### config.mk
export PLATFORM = sky130hd
export DESIGN_NAME = bfu_lanes
export DESIGN_NICKNAME = d
export VERILOG_FILES = /design/src/rtl/kyber_pkg.sv /design/src/rtl/bfu_mont_mul.sv /design/src/rtl/bfu_lanes.sv
export SDC_FILE = /design/constraint.sdc
export NUM_CORES = 2
export LEC_CHECK = 0
export BUFFER_PORTS_ARGS = -buffer_cell sky130_fd_sc_hd__buf_2
export CAP_MARGIN = 0
export CORE_ASPECT_RATIO = 1.75
export CORE_MARGIN = 2
export CORE_UTILIZATION = 60
export CTS_CLUSTER_DIAMETER = 30
export CTS_CLUSTER_SIZE = 25
export DETAILED_ROUTE_END_ITERATION = 7
export GPL_ROUTABILITY_DRIVEN = 0
export PLACE_DENSITY = 0.77
export SYNTH_ARGS = -nofsm -noshare
export SYNTH_HDL_FRONTEND = slang
export SYNTH_HIERARCHICAL = 1
export SYNTH_SLANG_ARGS = --single-unit
### constraint.sdc
create_clock -name i_clk -period 11.6 [get_ports i_clk]
set_input_delay 1.16 -clock i_clk [delete_from_list [all_inputs] [get_ports i_clk]]
set_output_delay 1.16 -clock i_clk [all_outputs]
set_load 0.01 [all_outputs]
### src/rtl/kyber_pkg.sv
// ML-KEM constants, butterfly mode encoding and pipeline latencies for bfu_lanes.
// BFU_LANES_CANON_EN selects the latency of the canonicalising build.
package kyber_pkg;

  localparam int KYBER_Q    = 3329;
  localparam int KYBER_QINV = -3327;

  typedef enum logic {
    BFU_CT = 1'b0,
    BFU_GS = 1'b1
  } bfu_mode_e;

  localparam int unsigned BFU_LAT_RAW   = 5;
  localparam int unsigned BFU_LAT_CANON = 6;
`ifdef BFU_LANES_CANON_EN
  localparam int unsigned BFU_LAT = BFU_LAT_CANON;
`else
  localparam int unsigned BFU_LAT = BFU_LAT_RAW;
`endif

endpackage

### src/rtl/bfu_mont_mul.sv
// Single-lane Montgomery multiplier: three stall-able stages (x*t, *QINV, subtract/shift).
module bfu_mont_mul
  import kyber_pkg::*;
#(
  parameter int unsigned W    = 16,
  parameter int          Q    = KYBER_Q,
  parameter int          QINV = KYBER_QINV
) (
  input  logic                i_clk,
  input  logic                i_rst_n,
  input  logic                i_en,
  input  logic signed [W-1:0] i_x,
  input  logic signed [W-1:0] i_t,
  output logic signed [W-1:0] o_r
);

  localparam logic signed [W-1:0]   QinvW = W'(QINV);
  localparam logic signed [2*W-1:0] QW    = (2*W)'(Q);

  logic signed [2*W-1:0] p_d, p_q, p2_q, mq;
  logic        [W-1:0]   m_d;
  logic signed [W-1:0]   m_q, r_d, r_q;

  assign p_d = (2*W)'(i_x) * (2*W)'(i_t);
  // Only the low W bits of the product matter for m.
  assign m_d = p_q[W-1:0] * QinvW;
  assign mq  = (2*W)'(m_q) * QW;
  assign r_d = W'((p2_q - mq) >>> W);

  always_ff @(posedge i_clk) begin
    if (!i_rst_n) begin
      p_q  <= '0;
      p2_q <= '0;
      m_q  <= '0;
      r_q  <= '0;
    end else if (i_en) begin
      p_q  <= p_d;
      p2_q <= p_q;
      m_q  <= m_d;
      r_q  <= r_d;
    end
  end

  assign o_r = r_q;

endmodule

### src/rtl/bfu_lanes.sv
// Multi-lane pipelined CT/GS butterfly with Montgomery reduction and global stall.
// Define BFU_LANES_CANON_EN to add a final stage mapping outputs into [0, Q).
module bfu_lanes
  import kyber_pkg::*;
#(
  parameter int unsigned LANES = 2,
  parameter int unsigned W     = 16,
  parameter int          Q     = KYBER_Q,
  parameter int          QINV  = KYBER_QINV,
  parameter int unsigned TAG_W = 8
) (
  input  logic                 i_clk,
  input  logic                 i_rst_n,
  input  logic                 i_valid,
  output logic                 o_in_ready,
  input  logic                 i_intt,
  input  logic [TAG_W-1:0]     i_tag,
  input  logic [LANES*W-1:0]   i_a,
  input  logic [LANES*W-1:0]   i_b,
  input  logic [LANES*W-1:0]   i_twiddle,
  output logic                 o_valid,
  input  logic                 i_out_ready,
  output logic [LANES*W-1:0]   o_a,
  output logic [LANES*W-1:0]   o_b,
  output logic [TAG_W-1:0]     o_tag
);

  localparam logic signed [2*W-1:0] QW2 = (2*W)'(Q);

  logic             advance;
  logic [4:0]       valid_q;
  bfu_mode_e        mode_q [4];
  logic [TAG_W-1:0] tag_q  [5];

  // Every stage moves together; bubbles are kept.
  assign advance    = ~o_valid | i_out_ready;
  assign o_in_ready = advance;

  always_ff @(posedge i_clk) begin
    if (!i_rst_n) begin
      valid_q <= '0;
      for (int i = 0; i < 4; i++) mode_q[i] <= BFU_CT;
      for (int i = 0; i < 5; i++) tag_q[i] <= '0;
    end else if (advance) begin
      valid_q   <= {valid_q[3:0], i_valid};
      mode_q[0] <= i_intt ? BFU_GS : BFU_CT;
      tag_q[0]  <= i_tag;
      for (int i = 1; i < 4; i++) mode_q[i] <= mode_q[i-1];
      for (int i = 1; i < 5; i++) tag_q[i] <= tag_q[i-1];
    end
  end

`ifdef BFU_LANES_CANON_EN
  localparam logic signed [W-1:0] QS = W'(Q);

  function automatic logic signed [W-1:0] canon(input logic signed [W-1:0] x);
    if (x < 0) return x + QS;
    if (x >= QS) return x - QS;
    return x;
  endfunction

  logic             valid5_q;
  logic [TAG_W-1:0] tag5_q;

  always_ff @(posedge i_clk) begin
    if (!i_rst_n) begin
      valid5_q <= 1'b0;
      tag5_q   <= '0;
    end else if (advance) begin
      valid5_q <= valid_q[4];
      tag5_q   <= tag_q[4];
    end
  end

  assign o_valid = valid5_q;
  assign o_tag   = tag5_q;
`else
  assign o_valid = valid_q[4];
  assign o_tag   = tag_q[4];
`endif

  for (genvar l = 0; l < LANES; l++) begin : g_lane
    logic signed [W-1:0]   a_in, b_in, tw_in, x_d, x_q, tw_q, r;
    logic signed [W-1:0]   aux3_d, aux3_q, oa_d, ob_d, oa_q, ob_q;
    logic signed [2*W-1:0] s_in, aux_d;
    logic signed [2*W-1:0] aux_q [3];

    assign a_in  = i_a[l*W +: W];
    assign b_in  = i_b[l*W +: W];
    assign tw_in = i_twiddle[l*W +: W];
    assign s_in  = (2*W)'(a_in) + (2*W)'(b_in);

    // S0: GS pre-add/sub; aux carries a (CT) or a+b (GS) alongside the multiplier.
    always_comb begin
      x_d   = b_in;
      aux_d = (2*W)'(a_in);
      if (i_intt) begin
        x_d   = b_in - a_in;
        aux_d = s_in;
      end
    end

    always_comb begin
      aux3_d = W'(aux_q[2]);
      if (mode_q[2] == BFU_GS && aux_q[2] >= QW2) aux3_d = W'(aux_q[2] - QW2);
    end

    always_comb begin
      oa_d = aux3_q + r;
      ob_d = aux3_q - r;
      if (mode_q[3] == BFU_GS) begin
        oa_d = aux3_q;
        ob_d = r;
      end
    end

    always_ff @(posedge i_clk) begin
      if (!i_rst_n) begin
        x_q    <= '0;
        tw_q   <= '0;
        for (int i = 0; i < 3; i++) aux_q[i] <= '0;
        aux3_q <= '0;
        oa_q   <= '0;
        ob_q   <= '0;
      end else if (advance) begin
        x_q      <= x_d;
        tw_q     <= tw_in;
        aux_q[0] <= aux_d;
        aux_q[1] <= aux_q[0];
        aux_q[2] <= aux_q[1];
        aux3_q   <= aux3_d;
        oa_q     <= oa_d;
        ob_q     <= ob_d;
      end
    end

    bfu_mont_mul #(
      .W    (W),
      .Q    (Q),
      .QINV (QINV)
    ) u_mont (
      .i_clk   (i_clk),
      .i_rst_n (i_rst_n),
      .i_en    (advance),
      .i_x     (x_q),
      .i_t     (tw_q),
      .o_r     (r)
    );

`ifdef BFU_LANES_CANON_EN
    logic signed [W-1:0] ca_q, cb_q;

    always_ff @(posedge i_clk) begin
      if (!i_rst_n) begin
        ca_q <= '0;
        cb_q <= '0;
      end else if (advance) begin
        ca_q <= canon(oa_q);
        cb_q <= canon(ob_q);
      end
    end

    assign o_a[l*W +: W] = ca_q;
    assign o_b[l*W +: W] = cb_q;
`else
    assign o_a[l*W +: W] = oa_q;
    assign o_b[l*W +: W] = ob_q;
`endif
  end

endmodule
## Word level (Yosys, flattened, before mapping)

Memory sizes are Yosys's and may differ from the RTL's.
Index checks and enable logic that the tools add are counted.

| storage, ports and cells | value |
|---|---|
| output and inout bits | 74 |
| bits of input ports | 109 |
| register bits | 357 |
| bits in writable memories | 236 |
| word-level logic and storage cells | 92 |
| memories | 4 |

| operators by class | value |
|---|---|
| reductions and logical operators | 2 |
| bitwise logic cells | 17 |
| $add $sub $neg | 12 |
| multipliers | 6 |
| mux-type cells | 30 |
| magnitude comparators | 2 |

Memories:

| name | depth | bits a word | read ports | clocked after memory_dff | wr ports | line | RTL |
|---|---|---|---|---|---|---|---|
| g_lane[0].aux_q | 3 | 32 | 3 | 0 | 3 | bfu_lanes.sv:86 | `logic signed [2*W-1:0] aux_q [3];` |
| g_lane[1].aux_q | 3 | 32 | 3 | 0 | 3 | bfu_lanes.sv:86 |  |
| tag_q | 5 | 8 | 5 | 0 | 5 | bfu_lanes.sv:33 | `logic [TAG_W-1:0] tag_q [5];` |
| mode_q | 4 | 1 | 4 | 0 | 4 | bfu_lanes.sv:32 | `bfu_mode_e mode_q [4];` |

Operators with widths:

| cell | number |
|---|---|
| $mux W32 | 8 |
| $mux W16 | 8 |
| $ge A32 B13 Y1 const B | 2 |
| $mul A16 B16 Y32 | 2 |
| $sub A16 B16 Y16 | 4 |
| $sub A32 B32 Y32 | 2 |
| $mul A16 B13 Y29 const B | 2 |
| $mux W8 | 5 |
| $add A16 B16 Y17 | 2 |
| $add A16 B16 Y16 | 2 |
| $mul A16 B13 Y16 const B | 2 |
| $sub A16 B13 Y16 const B | 2 |
| $or A1 B1 Y1 | 16 |
| $mux W1 | 9 |
| $logic_and A1 B1 Y1 | 2 |
| $not A1 Y1 | 1 |

## Logic depth before layout (Yosys ltp)

| logic depth | value |
|---|---|
| depth after elaboration | 6 |
| mapped depth | 23 |
| mapped depth without buffers | 23 |

## Modules after synthesis

Netlist, hierarchy kept.

By module, submodules not included:

| module | times used | cells each | area an instance (um^2) | seq. area each (um^2) |
|---|---|---|---|---|
| bfu_lanes | 1 | 2046 | 18195.0 | 7657.3 |
| bfu_mont_mul at g_lane[1].u_mont | 1 | 1859 | 17428.0 | 1761.7 |
| bfu_mont_mul at g_lane[0].u_mont | 1 | 1890 | 17332.9 | 1761.7 |

## Least setup slack after synthesis

Ideal clock, no wire load.

| timing path | value |
|---|---|
| path kind | reg2reg |
| start | reg g_lane[0].x_q[15] |
| end | reg g_lane[0].u_mont.p_q[30] |
| arrival time | 6513 ps |
| period minus slack after synthesis | 6643 ps |
| required time | 11469 ps |
| cell stages (with the launch flop) | 23 |
| path slack | 4957 ps |
| path through | dfxtp_1 > clkbuf_1 > nand2_1 > fa_1 > inv_1 > fa_1 > inv_1 > fa_1 > fa_1 > inv_1 > fa_1 > inv_1 > fa_1 > inv_1 > ha_1 > a211o_1 > o211ai_1 > o311ai_0 > or4b_2 > a31oi_1 > o21ai_0 > nand4b_1 > o211ai_1 |

| between the ends | value |
|---|---|
| longest elaborated chain between the ends | 1 |

RTL lines:

| element | line | RTL |
|---|---|---|
| from (decl) | bfu_lanes.sv:83 | `logic signed [W-1:0] a_in, b_in, tw_in, x_d, x_q, tw_q, r;` |
| from (signal assigned) | bfu_lanes.sv:119 | `x_q <= '0;` |
| from (signal assigned) | bfu_lanes.sv:126 | `x_q <= x_d;` |
| $mul A16 B16 Y32 | bfu_mont_mul.sv:24 | `assign p_d = (2*W)'(i_x) * (2*W)'(i_t);` |
| to (signal assigned) | bfu_mont_mul.sv:37 | `p_q <= p_d;` |
| to (decl) | bfu_mont_mul.sv:20 | `logic signed [2*W-1:0] p_d, p_q, p2_q, mq;` |

Every way passes these cells.
A chain may end at the register's enable or synchronous reset.

## Worst setup path in the final report

Same ends and word-level chain as after synthesis.

==> results.txt <==
- Internal power contribution: 8.14 mW
- Drc violations: 0
- Post-synthesis share of cell area spent on full adders, half adders and majority gates: 38.2%
* Vias after detailed routing: 40,292
- Leaving out fill and tap cells, the most frequent cell in the layout is sky130_fd_sc_hd__inv_1.
- Clock network latency to the later pin of the worst-skew pair: 710 ps
- IR Drop Worst-Case VDD: 445 uV
- Unrepaired setup endpoints after global routing: false
- Sequential cells were found to cover 21.1% of the synthesized design area.
- Part of the power in combinational logic: 67.4%
- Layout cells sized above 1: 6.81%
- The tool flagged a number of max-cap violations equal to 0.
- Overall track demand over capacity in global routing: 31.2%
- The flow ran to the end, and the final reports show no timing, DRC or antenna violations.
- Once the floorplan was initialized, standard cells occupied 60.4% of the core.
- Worst endpoint required time: 12,170 ps
- No sink is reached through more buffers than the 3 on the longest clock path.
- In this run the worst hold path is classified as reg2reg.
- Summed over all nets, the switching power comes to 7.22 mW.
- Grt peak-use layer: met2
- For this run, the detailed router's first-pass iteration total came to 6.
* Clock tree from TritonCTS: built
- CP Capture Type: flip-flop
* Cts bufs inserted: 79
* Std cell rows: 144
* Number of levels the H-tree was split into: 3
* Critical path's top delay family: adder cells
- For this run, the slowest stage of the critical path takes 870 ps.
- Cell variety after synth: 95
- Compound-Gate Fraction of Synth Area: 9.97%
* Switching power as a share of total power: 47.0%
- Worst hold path stage count: 2
* CTS hold repair buffers: 0
- The worst register-to-register path ends at g_lane[0].u_mont/p_q[30].
* Setup Skew: 54.6 ps
- At the pin with the least slew margin, the transition time is 1150 ps.
- The die is 229 um wide.
- Multiplexer share of the synthesized area: 2.75%
* Count of synthesis-stage warnings from yosys: 6
- For met3 alone, demand over resource in global routing was 4.53%.
* Largest family of logic cells by synthesized area: adder cells
- In this run the most critical hold path is launched from g_lane[0].oa_q[7].
- Vias in the first global route: 42,309
- Launch point of the worst reg-to-reg path: g_lane[0].x_q[15]
- The cell area that synthesis handed to floorplanning was 53,000 um^2.
- After filler insertion, the fill cell instance count of the layout stands at 7,056.
* Pin count of the biggest net entering global routing: 104
- Endpoint arrival time on the critical path: 7970 ps
- Critical-path maximum fanout: 17
* Finish-stage setup viols: 0
- In the synthesized netlist the async set-or-reset flop fraction comes to 0%.
- The synthesized design contains 143 enable-type register cells.
- The number of antenna violations at the first check in global routing came to 10.
* Number of antenna-violating nets in the routed design: 0
- In this run the tool buffered the top-level ports with 182 buffer cells.
* CTS root buf: sky130_fd_sc_hd__clkbuf_16
* Ports: 183
- The number of nets in the synthesized netlist is 7,134.
* Slowest cell on crit path: sky130_fd_sc_hd__fa_1
- For this block, the routed nets add up to 140 mm of wire.
* Cell count after synthesis: 5,795
- Post-CTS Resized: 0
* Power per cell area: 267 nW/um^2
* Global-route wire length before repair: 220 mm
* Final HPWL DP: 109 mm
- Counting every sink on the clock net gives 487.
- In this run the vertical extent of the chip is 397 um.
- The worst path needs 7410 ps of the cycle, external delays included.
- Summing all multi-input logic gate instances after layout gives 36,700 um^2.
* Number of cells on the worst reg-to-reg path: 22
- Series of cell instances along the critical path: and2_1, inv_1, fa_1, inv_1, fa_1, inv_1, fa_1, fa_1, inv_1, fa_1, inv_1, fa_1, inv_1, ha_1, a211o_1, o211ai_1, o311ai_0, or4b_2, a31oi_1, o21ai_0, nand4b_1, o211ai_1
- Of the total synthesized cell area, the portion taken by XOR and XNOR cells is 4.13%.
- After clock tree synthesis, the clock-pin slew on the worst setup and hold paths is 60 ps.
* M1 GR Usage: 31.0%
* Mean instance size in the synthesized netlist: 9.14 um^2
- Measured on the finished design, the core utilization comes to 65.5%.
* Yosys reg bits: 487
- Predominant post-synthesis flop cell: sky130_fd_sc_hd__dfxtp_1
- Registers take 11,200 um^2.
* Share of total power in the clock network: 16.2%
* CP bufs+invs: 6
* Total Die Area: 90,700 um^2
* Setup TNS Final: 0 ps
- The worst setup path is launched from a flip-flop.
- Hold worst-path end: g_lane[0].oa_q[7]
* Number of nets in the final layout: 7,176
- Number of setup buffers added after CTS: 0
- Hold violation total from the final report: 0
- Core Area: 87,700 um^2
- Highest attainable clock frequency: 0.135 GHz
- Period utilisation layout: 63.8%
- Headroom to the max-slew limit came out at 23.1%.
- Overall power of the completed layout: 15.4 mW
- Global routing consumed, on the met2 layer, 57.3% of the routing resources.
- The synthesized netlist devotes 14.1% of its cell area to simple gates.
- Number of slew-limit violations in the final report: 0
- In the routed layout, each cell is associated on average with a via count of 5.69.
- The area growth from synthesis to layout is 8.51%.
- Seq pwr share: 16.4%
- The critical path in this run is classified as reg2reg.
- Global route total overflow: 0
- In the layout the commonest cells are sky130_fd_sc_hd__inv_1 (1,097), sky130_fd_sc_hd__fa_1 (646), sky130_fd_sc_hd__ha_1 (584).
- After detailed routing, the average wire length per cell comes to 19.7 um.
- Starting DRT DRC Count: 2,251
* Static power due to leakage: 28.9 nW
- Reg2reg setup slack: 4190 ps
[metal layers]
metal	part of all wire (%)	up-vias
met5	0.027	-
met3	5.1	571
met1	33	19729
met2	53	1378
li1	-	18608
met4	9.3	6
[Yosys cell counts (all sizes together) (52+ instances only)]
cell    number  share of area (%)
a21oi      248                2.4
dfxtp      344                 13
clkbuf     206                1.5
nand2      497                3.5
mux2i      142                2.7
nor2b      109                1.3
nand2b      52               0.61
xnor2      173                2.9
a211oi      54               0.77
nor2       288                2.0
inv       1102                7.8
xor2        77                1.3
ha         584                 14
nor3        61               0.59
o21ai      214                2.0
and3       125                1.5
edfxtp     143                8.1
and2       257                3.0
fa         646                 24
[power groups by stage]
stage	registers (mW)	logic, mW	clock network, mW
6_report	2.52	10.4	2.49
5_1_grt	2.55	11.7	2.60
4_1_cts	2.51	10.4	2.52
3_5_place_dp	2.54	10.3	0
3_3_place_gp	2.53	9.92	0
2_1_floorplan	2.39	7.88	0
[through the flow]
| step | worst slack (ps) | hold slack, ps | cell area [um^2] | instances |
|---|---|---|---|---|
| floorplan | 4960 | 423 | 53000 | 5795 |
| global placement | 4400 | 431 | 54600 | 6924 |
| detailed placement | 4290 | 444 | 54600 | 6924 |
| CTS | 4250 | 450 | 57400 | 7072 |
| global route | 3830 | 467 | 57400 | 7075 |
| finish | 4190 | 449 | 57500 | 7081 |
[worst register-to-register path, delay by kind of cell (launching register included)]
kind / cells / cell delay [ps]
simple gates: 3 / 1100
flops: 1 / 770
compound gates: 6 / 1110
fa+ha+maj: 7 / 3780
buf+inv: 6 / 480
[logic make-up (layout without fill, tap and decap cells)]
group / Yosys count / after routing
AND/OR/NAND/NOR: 1512 / 1512
other: 0 / 9
XOR/XNOR: 250 / 250
multiplexers: 145 / 145
flip-flops: 487 / 487
AO/OA/AOI/OAI: 821 / 821
adder cells (fa/ha/maj): 1230 / 1230
buffers and inverters: 1350 / 1459
[cell type report]
cell class	count	area share, %
Multi-Input combinational cell	3958	63.8
Antenna cell	9	0.0392
Inverter	1102	7.22
Timing Repair Buffer	209	1.95
Sequential cell	487	19.5
Clock inverter	61	1.48
Clock buffer	87	3.51
Tap cell	1168	2.54
[worst max-delay path by stage]
stage                     slack [ps]  cells after the start              start                        to
after CTS                       4250                     22  g_lane[0].x_q[15]  g_lane[0].u_mont/p_q[30]
after floorplan                 4960                     22  g_lane[0].x_q[15]  g_lane[0].u_mont/p_q[30]
final                           4190                     22  g_lane[0].x_q[15]  g_lane[0].u_mont/p_q[30]
after global routing            3830                     22  g_lane[0].x_q[15]  g_lane[0].u_mont/p_q[30]
after global placement          4400                     22  g_lane[0].x_q[15]  g_lane[0].u_mont/p_q[28]
after detailed placement        4290                     22  g_lane[0].x_q[15]  g_lane[0].u_mont/p_q[30]
[flip-flops by register name, indices dropped and copies added, names as in the netlist, 5 cells and up]
signal,count
g_lane.oa_q,32
valid_q,5
g_lane.tw_q,32
g_lane.aux_q,102
g_lane.aux3_q,32
g_lane.u_mont/p2_q,64
g_lane.u_mont/m_q,16
g_lane.ob_q,32
tag_q,40
g_lane.x_q,32
g_lane.u_mont/p_q,64
g_lane.u_mont/o_r,32
Power figures use the tool's default switching activity.
